## src/rtl/i2c_pkg.sv

```systemverilog
// ---------------------------------------------------------------------------
// i2c_pkg
//   Shared types for the I2C command sequencer.
//   - seq_state_t : sequencer FSM state encoding (plain constants so the
//                   encoding stays fixed and readable in legacy waveforms).
//   - i2c_cmd_t   : one queued single-byte command {addr, rw, data}.
//   - pack_cmd    : builds an i2c_cmd_t from its separate fields.
// ---------------------------------------------------------------------------
package i2c_pkg;

    typedef logic [2:0] seq_state_t;

    localparam seq_state_t ST_IDLE    = 3'd0;
    localparam seq_state_t ST_ISSUE   = 3'd1;
    localparam seq_state_t ST_XFER    = 3'd2;
    localparam seq_state_t ST_CAPTURE = 3'd3;
    localparam seq_state_t ST_GAP     = 3'd4;

    typedef struct packed {
        logic [6:0] addr;
        logic       rw;     // 0 = write, 1 = read
        logic [7:0] data;   // write byte; don't-care for reads
    } i2c_cmd_t;

    function automatic i2c_cmd_t pack_cmd(input logic [6:0] addr,
                                          input logic       rw,
                                          input logic [7:0] data);
        i2c_cmd_t c;
        c.addr = addr;
        c.rw   = rw;
        c.data = data;
        return c;
    endfunction

endpackage

```

## src/rtl/sync_fifo.sv

```systemverilog
// ---------------------------------------------------------------------------
// sync_fifo
//   Single-clock first-word-fall-through FIFO. The head entry is visible on
//   rd_data_o whenever empty_o is low; asserting rd_en_i consumes it.
//   Ports:
//     clk, rst    : clock, synchronous active-high reset (flushes the FIFO)
//     wr_en_i     : push request, ignored while full_o is high
//     wr_data_i   : data to push
//     full_o      : registered-count full flag (use as !ready upstream)
//     rd_en_i     : pop request, ignored while empty_o is high
//     rd_data_o   : current head entry
//     empty_o     : no entry available
// ---------------------------------------------------------------------------
module sync_fifo #(
    parameter int WIDTH = 8,
    parameter int DEPTH = 4     // power of 2, >= 2
) (
    input  logic             clk,
    input  logic             rst,
    input  logic             wr_en_i,
    input  logic [WIDTH-1:0] wr_data_i,
    output logic             full_o,
    input  logic             rd_en_i,
    output logic [WIDTH-1:0] rd_data_o,
    output logic             empty_o
);

    localparam int            AW       = $clog2(DEPTH);
    localparam logic [AW:0]   FULL_CNT = (AW+1)'(DEPTH);

    logic [WIDTH-1:0] mem_q [DEPTH];
    logic [AW-1:0]    wr_ptr_q;
    logic [AW-1:0]    rd_ptr_q;
    logic [AW:0]      count_q;
    logic             push;
    logic             pop;

    assign full_o    = (count_q == FULL_CNT);
    assign empty_o   = (count_q == '0);
    assign push      = wr_en_i && !full_o;
    assign pop       = rd_en_i && !empty_o;
    assign rd_data_o = mem_q[rd_ptr_q];

    // NOTE: sequential state uses non-blocking (<=) so every register samples
    // pre-edge values regardless of block ordering.
    always_ff @(posedge clk) begin
        if (rst) begin
            wr_ptr_q <= '0;
            rd_ptr_q <= '0;
            count_q  <= '0;
        end else begin
            // Pointers are exactly AW bits, so they wrap modulo DEPTH for free.
            if (push) wr_ptr_q <= wr_ptr_q + AW'(1);
            if (pop)  rd_ptr_q <= rd_ptr_q + AW'(1);
            case ({push, pop})
                2'b10:   count_q <= count_q + (AW+1)'(1);
                2'b01:   count_q <= count_q - (AW+1)'(1);
                default: count_q <= count_q;
            endcase
        end
    end

    // NOTE: storage is deliberately not reset; the count/pointers define
    // validity, and leaving the array reset-free lets it map onto RAM.
    always_ff @(posedge clk) begin
        if (push) mem_q[wr_ptr_q] <= wr_data_i;
    end

endmodule

```

## src/rtl/i2c_cmd_sequencer.sv

```systemverilog
// ---------------------------------------------------------------------------
// i2c_cmd_sequencer
//   Front-end for an I2C byte driver. Commands are queued, issued one at a
//   time with a start/busy handshake, read bytes are returned through a
//   response FIFO, and a driver that never acknowledges start is reported as
//   a timeout.
//   Ports:
//     clk, rst                 : clock, synchronous active-high reset
//     cmd_valid/cmd_ready      : command handshake (cmd_ready = queue not full)
//     cmd_addr/cmd_rw/cmd_data : command fields (cmd_data ignored for reads)
//     rsp_valid/rsp_ready      : read-byte handshake, rsp_data = byte
//     drv_start/rw/addr/data   : registered outputs to the byte driver
//     drv_busy/drv_rdata       : status and read byte from the driver
//     err_timeout              : 1-cycle pulse when a command is dropped
//     seq_active               : FSM is not IDLE
// ---------------------------------------------------------------------------
module i2c_cmd_sequencer
    import i2c_pkg::*;
#(
    parameter int CMD_DEPTH   = 4,
    parameter int RSP_DEPTH   = 4,
    parameter int GAP_CYCLES  = 4,
    parameter int TIMEOUT_CYC = 1024
) (
    input  logic       clk,
    input  logic       rst,
    input  logic       cmd_valid,
    output logic       cmd_ready,
    input  logic [6:0] cmd_addr,
    input  logic       cmd_rw,
    input  logic [7:0] cmd_data,
    output logic       rsp_valid,
    input  logic       rsp_ready,
    output logic [7:0] rsp_data,
    output logic       drv_start,
    output logic       drv_rw,
    output logic [6:0] drv_addr,
    output logic [7:0] drv_data,
    input  logic       drv_busy,
    input  logic [7:0] drv_rdata,
    output logic       err_timeout,
    output logic       seq_active
);

    localparam int            TW       = $clog2(TIMEOUT_CYC) + 1;
    localparam int            GW       = $clog2(GAP_CYCLES) + 1;
    localparam logic [TW-1:0] TMO_LAST = TW'(TIMEOUT_CYC - 1);
    localparam logic [GW-1:0] GAP_LAST = GW'(GAP_CYCLES - 1);

    seq_state_t    state_q, state_d;
    logic [TW-1:0] tmo_q, tmo_d;
    logic [GW-1:0] gap_q, gap_d;
    logic          drv_start_q;
    logic [6:0]    drv_addr_q;
    logic          drv_rw_q;
    logic [7:0]    drv_data_q;
    logic          err_q;

    i2c_cmd_t      cmd_in;
    i2c_cmd_t      cmd_head;
    logic          cmd_full;
    logic          cmd_empty;
    logic          cmd_push;
    logic          dispatch;
    logic          rsp_full;
    logic          rsp_empty;
    logic          rsp_push;
    logic          tmo_fire;

    // ---------------- command queue ----------------
    // Ready is held low during reset so nothing is accepted while flushing.
    assign cmd_ready = !rst && !cmd_full;
    assign cmd_push  = cmd_valid && cmd_ready;
    assign cmd_in    = pack_cmd(cmd_addr, cmd_rw, cmd_data);

    sync_fifo #(
        .WIDTH ($bits(i2c_cmd_t)),
        .DEPTH (CMD_DEPTH)
    ) u_cmd_fifo (
        .clk       (clk),
        .rst       (rst),
        .wr_en_i   (cmd_push),
        .wr_data_i (cmd_in),
        .full_o    (cmd_full),
        .rd_en_i   (dispatch),
        .rd_data_o (cmd_head),
        .empty_o   (cmd_empty)
    );

    // ---------------- response queue ----------------
    assign rsp_valid = !rsp_empty;

    sync_fifo #(
        .WIDTH (8),
        .DEPTH (RSP_DEPTH)
    ) u_rsp_fifo (
        .clk       (clk),
        .rst       (rst),
        .wr_en_i   (rsp_push),
        .wr_data_i (drv_rdata),
        .full_o    (rsp_full),
        .rd_en_i   (rsp_ready),
        .rd_data_o (rsp_data),
        .empty_o   (rsp_empty)
    );

    // ---------------- sequencing FSM ----------------
    // NOTE: every signal written here gets a default first, so no path
    // leaves a value unassigned and no latch is inferred.
    always_comb begin
        state_d  = state_q;
        tmo_d    = tmo_q;
        gap_d    = gap_q;
        dispatch = 1'b0;
        rsp_push = 1'b0;
        tmo_fire = 1'b0;

        case (state_q)
            ST_IDLE: begin
                // A read only leaves the queue once its response slot is
                // free, which is what lets CAPTURE push unconditionally.
                if (!cmd_empty && (!cmd_head.rw || !rsp_full)) begin
                    dispatch = 1'b1;
                    tmo_d    = '0;
                    state_d  = ST_ISSUE;
                end
            end
            ST_ISSUE: begin
                // Busy wins over the timeout, and a busy already high on
                // entry counts as acknowledgement.
                if (drv_busy) begin
                    tmo_d   = '0;
                    state_d = ST_XFER;
                end else if (tmo_q == TMO_LAST) begin
                    tmo_fire = 1'b1;
                    tmo_d    = '0;
                    gap_d    = '0;
                    state_d  = ST_GAP;
                end else begin
                    tmo_d = tmo_q + TW'(1);
                end
            end
            ST_XFER: begin
                if (!drv_busy) state_d = ST_CAPTURE;
            end
            ST_CAPTURE: begin
                rsp_push = drv_rw_q;
                gap_d    = '0;
                state_d  = ST_GAP;
            end
            ST_GAP: begin
                // Keeps drv_start low long enough that the next command
                // presents a clean rising edge to the driver.
                if (gap_q == GAP_LAST) state_d = ST_IDLE;
                else                   gap_d   = gap_q + GW'(1);
            end
            default: state_d = ST_IDLE;
        endcase
    end

    always_ff @(posedge clk) begin
        if (rst) begin
            state_q     <= ST_IDLE;
            tmo_q       <= '0;
            gap_q       <= '0;
            drv_start_q <= 1'b0;
            drv_addr_q  <= '0;
            drv_rw_q    <= 1'b0;
            drv_data_q  <= '0;
            err_q       <= 1'b0;
        end else begin
            state_q     <= state_d;
            tmo_q       <= tmo_d;
            gap_q       <= gap_d;
            // Registered from the next state: glitch-free and exactly
            // coincident with the ISSUE state.
            drv_start_q <= (state_d == ST_ISSUE);
            err_q       <= tmo_fire;
            // The driver samples rw/data late, so these only change on a
            // new dispatch and hold through XFER, CAPTURE and GAP.
            if (dispatch) begin
                drv_addr_q <= cmd_head.addr;
                drv_rw_q   <= cmd_head.rw;
                drv_data_q <= cmd_head.data;
            end
        end
    end

    assign drv_start   = drv_start_q;
    assign drv_addr    = drv_addr_q;
    assign drv_rw      = drv_rw_q;
    assign drv_data    = drv_data_q;
    assign err_timeout = err_q;
    assign seq_active  = (state_q != ST_IDLE);

    // Read dispatch reserves a response slot, so CAPTURE never overflows.
    assert property (@(posedge clk) disable iff (rst) rsp_push |-> !rsp_full);

endmodule

```

## config.mk

```make
export PLATFORM = sky130hd
export DESIGN_NAME = i2c_cmd_sequencer
export DESIGN_NICKNAME = d
export VERILOG_FILES = /design/src/rtl/i2c_pkg.sv /design/src/rtl/sync_fifo.sv /design/src/rtl/i2c_cmd_sequencer.sv
export SDC_FILE = /design/constraint.sdc
export NUM_CORES = 1
export LEC_CHECK = 0
export ABC_AREA = 1
export CORE_UTILIZATION = 55
export DETAILED_ROUTE_END_ITERATION = 16
export GPL_TIMING_DRIVEN = 0
export PLACE_DENSITY_LB_ADDON = 0.15
export SLEW_MARGIN = 0
export SYNTH_ARGS = -nofsm -noshare
export SYNTH_HDL_FRONTEND = slang
export SYNTH_SLANG_ARGS = --single-unit
```

## constraint.sdc

```tcl
create_clock -name clk -period 3.9 [get_ports clk]
set_input_delay 0.78 -clock clk [delete_from_list [all_inputs] [get_ports clk]]
set_output_delay 0.78 -clock clk [all_outputs]
set_load 0.03 [all_outputs]
```

==> flow_metrics.py <==
metrics = {
    "drt": {
        "routed_via_density": 5.44,
        "vias": 4343,
        "wl_per_cell_um": 15.5,
        "drc_errors": 0,
        "postRouteAntennaNets": 0,
        "first_pass_iters": 5,
        "drt_iter0_drc": 256,
        "routed_wl_mm": 12.4,
    },
    "clock_tree": {
        "cts_buffer_depth": 2,
        "cts_buffers": 17,
        "insertion_delay_ns": 0.53,
        "cts_sinks": 149,
        "h-tree-depth": 4,
        "cts_tree": "built",
        "cts_setup_buffers": 0,
        "hold_buffers": 0,
        "cts_repair_resize_count": 0,
        "clk_transition_reported_paths_ns": 0.06,
        "clockRootBuffer": "clkbuf_8",
    },
    "run": {
        "cap_violations": 0,
    },
    "floorplan": {
        "die_w_um": 107,
        "io_pins": 58,
        "dieArea_um2": 11400,
        "rows": 37,
        "die_h_um": 107,
        "start_util_pct": 57.6,
        "core-area_um2": 10500,
    },
    "logic_synthesis": {
        "yosys-top-cells-area": "edfxtp_1 (48%), dfxtp_1 (18%), nor2_1 (7.0%), o21ai_0 (6.3%), nand2_1 (3.1%)",
        "synth_cell_type_count": 33,
        "yosysWarnings": 0,
        "synth_seq_cells": 149,
        "synth_top_flop_cell": "edfxtp_1",
        "ys_seq_area_share_pct": 65.5,
        "async_reset_ff_share_pct": 0,
        "synth_nets": 616,
        "synth_cells": 572,
        "synth_top_area_cell": "edfxtp_1",
        "synth.avg_cell_area_um2": 10.5,
        "yosysTopAreaCellShare_pct": 47.9,
        "synthesis.area_um2": 6020,
        "synth_edf_count": 96,
    },
    "sta": {
        "fin_worst_skew_ns": 0.00605,
        "finalHoldViolations": 0,
        "slew_violations": 0,
        "rsz0062_at_grt": "no",
        "worstMarginPinSlew_ns": 0.943,
        "period_needed_ns": 3.35,
        "fin_crit_sh_pct": 86.0,
        "relSlewSlack_pct": 37.0,
        "fmax_mhz": 298,
        "fin_ws_ns": 0.547,
        "fin_setup_tns_ns": 0,
        "finalSetupViolations": 0,
    },
    "final_layout": {
        "area_growth_pct": 21.5,
        "drive_gt1_share_pct": 9.21,
        "fillers": 787,
        "fin_cells": 798,
        "finalNetCount": 693,
        "final_util_pct": 69.9,
        "n_antenna_cell": 0,
    },
    "pwr": {
        "leakage_uw": 0.00266,
        "ir_drop_mv": 0.540,
        "power.density_nw_per_um2": 642,
    },
    "worst_setup_path": {
        "worstPathRequired_ns": 3.12,
        "critical_path.max_stage_delay_ns": 0.71,
        "critPathMaxFanout": 10,
        "cp.arrival_ns": 2.57,
        "critPathKind": "flop to output pin",
        "end_kind": "output pin",
        "critPathLaunchType": "flop",
        "crit_chain": "inv_1 > clkbuf_1 > nor2_1 > o22ai_1 > clkdlybuf4s50_1",
        "critPathSlowestCell": "clkdlybuf4s50_1",
    },
    "placed_design": {
        "place_worst_setup_slack_ns": 1.06,
        "dp_cells": 766,
        "gp_congestion": 0.835,
        "hpwl_mm": 8.21,
        "port_buffers": 56,
    },
    "grt": {
        "grt_max_degree": 17,
        "grt_usage_pct": 24.2,
        "grt-ovfl-total": 0,
        "grt_pass1_wl_mm": 20.8,
        "grt_pass1_vias": 4284,
        "antenna_found_initial": 0,
    },
    "worst_hold_path": {
        "holdCritPathClass": "flop to flop",
    },
    "status": {
        "status": "finished clean",
    },
}
-- synth_stat cells (all sizes together) (5+ instances only) --
cell type  number
nor2          114
edfxtp         96
o21ai          82
dfxtp          53
nand2          52
inv            48
a21oi          32
nand3          24
o22ai          24
clkbuf         13
ha             13
buf             5
-- worst max-delay path: cells and delay by family, from the launching register on --
family	cells	cell delay (ns)
flip-flops	1	0.39
AND/OR/NAND/NOR	1	0.07
buffers and inverters	3	1.36
AO/OA/AOI/OAI	1	0.22
-- registers in the layout (all words and copies together), names as in the netlist, named ones only --
| register | cells |
|---|---|
| drv_addr | 7 |
| drv_data | 8 |
| drv_rw | 1 |
| drv_start | 1 |
| err_timeout | 1 |
| gap_q | 3 |
| state_q | 3 |
| tmo_q | 11 |
| u_cmd_fifo.count_q | 3 |
| u_cmd_fifo.mem_q | 64 |
| u_cmd_fifo.rd_ptr_q | 2 |
| u_cmd_fifo.wr_ptr_q | 2 |
| u_rsp_fifo.count_q | 3 |
| u_rsp_fifo.mem_q | 32 |
| u_rsp_fifo.rd_ptr_q | 2 |
| u_rsp_fifo.wr_ptr_q | 2 |
-- metal layers --
metal / global-route usage (%) / routed length (um)
met1: 31.5 / 5540
met2: 39.0 / 6060
met3: 6.93 / 617
met4: 8.22 / 165
met5: 0 / 0
-- cells in the final DEF (no fill, tap or decap), types with 3 or more instances in the layout --
master	Yosys	routed
o22ai_1	24	24
nand4_1	4	4
nand2_2	3	3
inv_2	4	4
clkbuf_16	0	16
ha_1	13	13
nand3_2	3	3
clkinv_2	1	6
edfxtp_1	96	96
nand3_1	21	21
nor2_1	112	108
or2_2	3	3
clkbuf_8	0	3
nand2_1	49	49
clkdlybuf4s50_1	0	56
dfxtp_1	53	53
nor2_2	1	5
o21ai_0	76	76
o21ai_1	5	5
inv_4	1	3
a21oi_1	30	30
inv_1	43	43
clkbuf_1	13	14
-- final timing paths --
kind	start	end	slack, ns	depth (start not counted)
worst max-delay path	flop	rsp_data[2]	0.55	5
worst min-delay path	u_cmd_fifo.rd_ptr_q[1]	u_cmd_fifo.rd_ptr_q[1]	0.47	2
worst max register to register	state_q[1]	u_cmd_fifo.count_q[2]	1.55	13
worst min register to register	u_cmd_fifo.rd_ptr_q[1]	u_cmd_fifo.rd_ptr_q[1]	0.47	2
-- power breakdown --
part           leakage, uW  switching [uW]  internal (uW)
clock             0.000261             622            812
combinational      0.00109             878            463
sequential         0.00130            89.7           1830
-- cells by family after synthesis --
kind of cell,Yosys count,share of synthesized area (%)
and+or+nand+nor,201,14.2
DFF,149,65.5
AOI/OAI and AO/OA,139,12.3
buffers and inverters,67,4.55
adders and majority gates,15,3.37
xor gates and xnor gates,1,0.145
-- metrics by stage --
| stage | instance area, um^2 | hold WS (ns) | total power, uW |
|---|---|---|---|
| global placement | 6750 | 0.446 | 3250 |
| finish | 7320 | 0.465 | 4700 |
| CTS | 7320 | 0.465 | 4720 |
| global route | 7320 | 0.477 | 4980 |
| floorplan | 6020 | 0.436 | 2830 |
| detailed placement | 6790 | 0.452 | 3290 |
-- final cells by class --
cell class / count / area, um^2 / area share [%]
multi-input combinational: 356 / 1810 / 24.8
inverter: 49 / 188 / 2.56
clock inverter: 12 / 78.8 / 1.08
timing repair buffer: 58 / 591 / 8.07
clock buffer: 20 / 445 / 6.09
tap: 136 / 170 / 2.33
sequential: 149 / 3940 / 53.9
buffer: 18 / 86.3 / 1.18
Power figures use the tool's default switching activity.
